File: src/rtl/control_unit.sv
// Instruction decoder for the single-cycle-issue core.
// Ports:
//   clk, reset (async, active-high), opcode[5:0] in;
//   out: PC sequencing (pc_increment_control, pc_control),
//   register/stack/memory write controls, ALU operand and op select,
//   flag latch, nine one-hot branch-condition selects, result mux select.
// Every output is a register loaded from the combinational decode.
module control_unit (
    input  logic       clk,
    input  logic       reset,
    input  logic [5:0] opcode,
    output logic       pc_increment_control,
    output logic [1:0] pc_control,
    output logic       general_register_write_enable,
    output logic       stack_write_enable,
    output logic       stack_control,
    output logic       write_data_enable,
    output logic [1:0] ALU_soure_2,
    output logic [1:0] ALU_control,
    output logic       flags_write_enable,
    output logic       jump_zero_control,
    output logic       jump_below_control,
    output logic       jump_below_equal_control,
    output logic       jump_above_control,
    output logic       jump_above_equal_control,
    output logic       jump_greater_control,
    output logic       jump_greater_equal_control,
    output logic       jump_less_control,
    output logic       jump_less_equal_control,
    output logic       memory_write_enable,
    output logic [1:0] general_register_result_select
);

    typedef struct packed {
        logic       pc_inc;
        logic [1:0] pc_ctl;
        logic       reg_we;
        logic       stk_we;
        logic       stk_pop;
        logic       wdata_reg;
        logic [1:0] alu_src2;
        logic [1:0] alu_op;
        logic       flags_we;
        // bit 0 = zero ... bit 8 = less_equal
        logic [8:0] jmp;
        logic       mem_we;
        logic [1:0] res_sel;
    } ctrl_t;

    ctrl_t ctrl_d;
    ctrl_t ctrl_q;

    always_comb begin
        ctrl_d        = '0;
        ctrl_d.pc_inc = 1'b1;
        case (opcode)
            6'h01: begin
                ctrl_d.reg_we  = 1'b1;
                ctrl_d.res_sel = 2'b10;
            end
            6'h02, 6'h03, 6'h04, 6'h05,
            6'h06, 6'h07, 6'h08, 6'h09: begin
                ctrl_d.reg_we   = 1'b1;
                ctrl_d.flags_we = 1'b1;
                // odd opcodes take the immediate as operand B
                ctrl_d.alu_src2 = {1'b0, opcode[0]};
                case (opcode)
                    6'h02, 6'h03: ctrl_d.alu_op = 2'b00;
                    6'h04, 6'h05: ctrl_d.alu_op = 2'b01;
                    6'h06, 6'h07: ctrl_d.alu_op = 2'b10;
                    default:      ctrl_d.alu_op = 2'b11;
                endcase
            end
            6'h0A, 6'h0B: begin
                ctrl_d.flags_we = 1'b1;
                ctrl_d.alu_op   = 2'b01;
                ctrl_d.alu_src2 = {1'b0, opcode[0]};
            end
            6'h0C: begin
                ctrl_d.reg_we  = 1'b1;
                ctrl_d.res_sel = 2'b01;
            end
            6'h0D: begin
                ctrl_d.mem_we    = 1'b1;
                ctrl_d.wdata_reg = 1'b1;
            end
            6'h0E: begin
                ctrl_d.stk_we    = 1'b1;
                ctrl_d.wdata_reg = 1'b1;
            end
            6'h0F: begin
                ctrl_d.stk_we  = 1'b1;
                ctrl_d.stk_pop = 1'b1;
                ctrl_d.reg_we  = 1'b1;
                ctrl_d.res_sel = 2'b11;
            end
            6'h10: ctrl_d.pc_ctl = 2'b01;
            6'h11, 6'h12, 6'h13, 6'h14, 6'h15,
            6'h16, 6'h17, 6'h18, 6'h19: begin
                ctrl_d.pc_ctl = 2'b11;
                ctrl_d.jmp    = 9'd1 << (opcode - 6'h11);
            end
            6'h1A: begin
                // return address (PC+1) goes onto the stack
                ctrl_d.pc_ctl = 2'b01;
                ctrl_d.stk_we = 1'b1;
            end
            6'h1B: begin
                ctrl_d.pc_ctl  = 2'b10;
                ctrl_d.stk_we  = 1'b1;
                ctrl_d.stk_pop = 1'b1;
            end
            6'h1C: ctrl_d = '0;
            default: ;
        endcase
    end

    always_ff @(posedge clk or posedge reset) begin
        if (reset) begin
            ctrl_q <= '0;
        end else begin
            ctrl_q <= ctrl_d;
        end
    end

    assign pc_increment_control           = ctrl_q.pc_inc;
    assign pc_control                     = ctrl_q.pc_ctl;
    assign general_register_write_enable  = ctrl_q.reg_we;
    assign stack_write_enable             = ctrl_q.stk_we;
    assign stack_control                  = ctrl_q.stk_pop;
    assign write_data_enable              = ctrl_q.wdata_reg;
    assign ALU_soure_2                    = ctrl_q.alu_src2;
    assign ALU_control                    = ctrl_q.alu_op;
    assign flags_write_enable             = ctrl_q.flags_we;
    assign jump_zero_control              = ctrl_q.jmp[0];
    assign jump_below_control             = ctrl_q.jmp[1];
    assign jump_below_equal_control       = ctrl_q.jmp[2];
    assign jump_above_control             = ctrl_q.jmp[3];
    assign jump_above_equal_control       = ctrl_q.jmp[4];
    assign jump_greater_control           = ctrl_q.jmp[5];
    assign jump_greater_equal_control     = ctrl_q.jmp[6];
    assign jump_less_control              = ctrl_q.jmp[7];
    assign jump_less_equal_control        = ctrl_q.jmp[8];
    assign memory_write_enable            = ctrl_q.mem_we;
    assign general_register_result_select = ctrl_q.res_sel;

endmodule

File: config.mk
export PLATFORM = sky130hd
export DESIGN_NAME = control_unit
export DESIGN_NICKNAME = d
export VERILOG_FILES = /design/src/rtl/control_unit.sv
export SDC_FILE = /design/constraint.sdc
export NUM_CORES = 1
export LEC_CHECK = 0
export BUFFER_PORTS_ARGS = -buffer_cell sky130_fd_sc_hd__buf_2
export CAP_MARGIN = 0
export CORE_MARGIN = 2
export CORE_UTILIZATION = 44
export DETAILED_ROUTE_END_ITERATION = 8
export HOLD_SLACK_MARGIN = 0.06
export PLACE_DENSITY = 0.68
export SYNTH_ARGS = -nofsm -noshare
export SYNTH_HDL_FRONTEND = slang
export SYNTH_SLANG_ARGS = --single-unit
File: constraint.sdc
create_clock -name clk -period 1.4 [get_ports clk]
set_input_delay 0.07 -clock clk [delete_from_list [all_inputs] [get_ports clk]]
set_output_delay 0.07 -clock clk [all_outputs]
set_load 0.02 [all_outputs]
After elaboration in Yosys (flattened, before gate mapping)
Cells that the tools add are included.
Operators by class
  $add $sub $neg: 1
  multipliers: 0
  divide/modulo/power cells: 0
  $lt $le $gt $ge: 0
  eq/ne operators: 28
  shift operators: 1
  mux-type cells: 11
  bitwise logic cells: 0
  reductions and logical operators: 11
Operator list (number)
  6-bit by 5-bit == test with 1-bit output, second input constant: 13
  6-bit by 4-bit == test with 1-bit output, second input constant: 8
  6-bit by 3-bit == test with 1-bit output, second input constant: 4
  2-bit one-hot mux with 3 select lines: 3
  2-bit OR reduction: 7
  6-bit by 2-bit == test with 1-bit output, second input constant: 2
  11-bit OR reduction: 1
  9-bit 2-to-1 mux: 1
  9-bit OR reduction: 1
  1-bit by 6-bit left shift with 9-bit output, first input constant: 1
  4-bit one-hot mux with 2 select lines: 1
  8-bit OR reduction: 1
  6-bit by 1-bit == test with 1-bit output, second input constant: 1
  1-bit 2-to-1 mux: 6
  6-bit by 5-bit subtractor with 6-bit output, second input constant: 1
  4-bit OR reduction: 1
Storage, ports and cells
  bits in registers: 24
  latch bits: 0
  memory bits (writable): 0
  bits in read-only memories: 0
  output and inout bits: 24
  memories: 0

Longest topological paths before layout
  depth in word-level cells: 4
  depth in mapped cells: 7
  gate-level depth less buffers: 6

Worst setup path before layout
Ideal clock, no wire load.
  kind: input to register
  start point: in opcode[1]
  end point: reg ctrl_q, in the netlist ALU_soure_2[0]
  arrival: 1.046 ns
  slack: 0.235 ns
  stages on the path: 7
  path buffers: 1
  path through: inv_1 ha_1 buf_2 nor2_1 o21ai_1 and3_1 and2_1
RTL lines
  start, declared: line 11  | input logic [5:0] opcode,
  end signal, assigned: line 122  | ctrl_q <= ctrl_d;
  end, declared: line 51  | ctrl_t ctrl_q;

==> results.py <==
metrics = {
    "outcome": {
        "status": "finished clean",
    },
    "synthesis": {
        "synth_compound_area_share_pct": 15.7,
        "synthDistinctLibCells": 39,
        "synth.avg_cell_area_um2": 10.6,
        "netlist_instances": 107,
        "syn_nets": 120,
        "synth_top_family_by_area": "simple AND/OR/NAND/NOR gates",
        "synthesis.area_um2": 1140,
        "synthXorXnorAreaFrac_pct": 0.770,
        "synthAdderAreaFrac_pct": 5.50,
        "yosysWarnings": 0,
        "yosysSeqAreaShare_pct": 50.6,
        "synthTopCellsByArea": "dfrtp_1, nor2_1, ha_1",
        "yosysTopAreaCellShare_pct": 50.6,
        "yosys.area.top_type": "dfrtp_1",
        "ys_ff_latch": 23,
        "synth_mux_area_share_pct": 0,
        "synth_simple_gate_area_share_pct": 23.2,
    },
    "route": {
        "wl_met1_mm": 1.06,
        "wirelength_mm": 2.34,
        "routedWlPerCell_um": 13.2,
        "route.vias.total": 927,
        "post_drt_via_cell_ratio": 5.24,
        "top_layer_used": "met4",
        "drt-initial-drc-count": 31,
        "wl_met2_mm": 1.11,
        "final_antenna_net_count": 0,
        "drt_first_pass_iters": 6,
        "wl_met3_um": 108,
        "drcViolationCount": 0,
    },
    "layout": {
        "insertedDiodeCount": 0,
        "final_cells": 177,
        "final_nets": 161,
        "drive_gt1_share_pct": 34.7,
        "area_growth_pct": 23.5,
        "fillers": 210,
    },
    "global_route": {
        "grt_pass1_wl_mm": 3.66,
        "grt_pass1_vias": 849,
        "antenna_found_initial": 0,
        "grtUsageTotal_pct": 17.5,
        "grt-ovfl-total": 0,
        "grt_max_degree": 24,
    },
    "clocking": {
        "cts_sinks": 23,
        "cts_root_buffer": "clkbuf_4",
        "postCtsResizedCells": 0,
        "post-cts-setup-buffers": 0,
        "clkTransAtPathRegs_ns": 0.12,
        "cts-buffers-inserted": 3,
        "h-tree-depth": 1,
        "cts_tree": "built",
        "clockBufferDepth": 2,
    },
    "worst_setup_path": {
        "crit_path_end_kind": "flop",
        "required_ns": 1.61,
        "critPathLaunchType": "input port",
        "cp.arrival_ns": 1.50,
        "crit_type": "input port to flop",
        "crit_path_max_fanout": 8,
    },
    "hold_path": {
        "worstHoldPathType": "input port to flop",
    },
    "placement": {
        "place_congestion": 0.895,
        "dp_slack_ns": 0.0465,
        "numPortBuffers": 30,
        "dp_hpwl_mm": 1.72,
        "dp.cells": 170,
    },
    "floorplanning": {
        "ios": 32,
        "die_y_um": 54.8,
        "core.rowCount": 18,
        "initial_core_util_pct": 46.3,
        "core-area_um2": 2450,
        "die_x_um": 54.8,
        "die_area_um2": 3010,
    },
    "timing": {
        "final.setup.tns_ns": 0,
        "whs_ns": 0.148,
        "hold_viol": 0,
        "setup_ws_ns": 0.110,
        "slew_viol_final": 0,
        "fin_crit_sh_pct": 92.1,
        "period_minus_slack_ns": 1.29,
        "rsz0062_at_grt": "no",
        "max_freq_mhz": 775,
        "finalSetupViolCount": 0,
    },
    "power": {
        "p_clk_share_pct": 24.4,
        "p_sw_mw": 0.341,
        "seqPwrFrac_pct": 55.8,
        "powerDensity_nw_per_um2": 867,
        "p_leak_nw": 0.734,
        "peakVddDrop_uv": 449,
        "combPwrFrac_pct": 19.8,
        "p_sw_share_pct": 28.0,
        "power.internal_mw": 0.877,
    },
    "job": {
        "drv_cap": 0,
    },
}
-- sequential cells by signal, summed over array words and instances (netlist names) --
register                        count
ALU_control                         2
general_register_result_select      2
pc_control                          2
ALU_soure_2                         1
flags_write_enable                  1
general_register_write_enable       1
jump_above_control                  1
jump_above_equal_control            1
jump_below_control                  1
jump_below_equal_control            1
jump_greater_control                1
jump_greater_equal_control          1
jump_less_control                   1
jump_less_equal_control             1
jump_zero_control                   1
memory_write_enable                 1
pc_increment_control                1
stack_control                       1
stack_write_enable                  1
write_data_enable                   1
-- power by group through the flow --
| stage | clock network, mW | registers [mW] | logic (mW) |
|---|---|---|---|
| floorplan | 0 | 0.712 | 0.139 |
| global placement | 0 | 0.693 | 0.227 |
| detailed placement | 0 | 0.693 | 0.231 |
| CTS | 0.303 | 0.680 | 0.240 |
| global route | 0.323 | 0.682 | 0.265 |
| finish | 0.297 | 0.680 | 0.241 |
-- worst paths after layout --
path                           start                       to  cells after the start
min in group asynchronous      reset        jump_zero_control                      4
max                        opcode[5]  jump_less_equal_control                      5
max in group asynchronous      reset           ALU_control[0]                      4
min                        opcode[3]  jump_less_equal_control                      3
-- layout make-up --
type | instances | area [µm²] | share of cell area (%)
repair buffers | 40 | 233 | 16.6
clock buffers | 4 | 26.3 | 1.87
inverters | 4 | 15.0 | 1.07
well taps | 30 | 37.5 | 2.67
multi-input cells | 76 | 518 | 36.9
flip-flops and latches | 23 | 576 | 41.0
-- metrics by stage --
step                power (mW)  util, %  cell area [µm²]
CTS                       1.22     57.2             1410
finish                    1.22     57.2             1410
detailed placement       0.925     54.9             1350
global route              1.27     57.2             1410
floorplan                0.851        -             1140
global placement         0.919     54.9             1350
-- layer usage --
metal,track usage [%],up-vias
met4,12.1,0
li1,-,445
met2,27.0,31
met1,22.4,444
met5,0,-
met3,2.46,7
-- cell usage after synthesis --
| library cell | n |
|---|---|
| nand3_1 | 2 |
| or2_1 | 1 |
| nand3b_1 | 1 |
| inv_2 | 1 |
| o2111a_1 | 1 |
| conb_1 | 1 |
| nand3_4 | 1 |
| nor4b_1 | 1 |
| o21ai_1 | 2 |
| or2_2 | 1 |
| o21ai_4 | 1 |
| o21bai_1 | 1 |
| a21o_1 | 1 |
| o31ai_2 | 1 |
| and2b_4 | 1 |
| dfrtp_1 | 23 |
| o21bai_2 | 1 |
| nand2_1 | 6 |
| nor2b_1 | 1 |
| buf_2 | 2 |
| a22oi_1 | 2 |
| and2_1 | 2 |
| buf_6 | 1 |
| xor2_1 | 1 |
| nor2_1 | 19 |
| buf_4 | 1 |
| a2111oi_2 | 1 |
| nor3b_1 | 1 |
| and4b_1 | 1 |
| and3_1 | 3 |
| nor3_1 | 6 |
| o311a_1 | 1 |
| o21a_1 | 2 |
| nand2b_1 | 1 |
| a21oi_1 | 4 |
| a2111oi_4 | 1 |
| inv_1 | 3 |
| nor2_2 | 2 |
| ha_1 | 5 |
-- timing repair --
action                                  4_1_cts  5_1_grt
hold endpoints to repair                     28        0
hold buffers                                  3        0
endpoints found under the setup margin        0        0
-- cell usage in the layout, fill, tap and decap left out, types with 2 or more instances in the layout --
master / n
inv_1: 3
o21ai_1: 2
buf_2: 30
buf_4: 7
o21a_1: 2
clkbuf_4: 3
a22oi_1: 2
dlygate4sd3_1: 3
and2_1: 2
a21oi_1: 4
nor3_1: 6
and3_1: 3
ha_1: 5
nor2_2: 2
dfrtp_1: 23
nand3_1: 2
nand2_1: 6
nor2_1: 19
-- kinds of logic after synthesis --
family,count (synthesis)
flip-flops,23
AO/OA/AOI/OAI,19
XOR/XNOR,1
AND/OR/NAND/NOR,50
other,1
adder cells (fa/ha/maj),5
buffers and inverters,8
-- critical path, cell delays in order --
cell,delay [ns]
dlygate4sd3_1,0.53
buf_2,0.17
and2b_4,0.32
nand3_4,0.09
a2111oi_4,0.31
No activity file was read; power rests on OpenSTA's default activity.
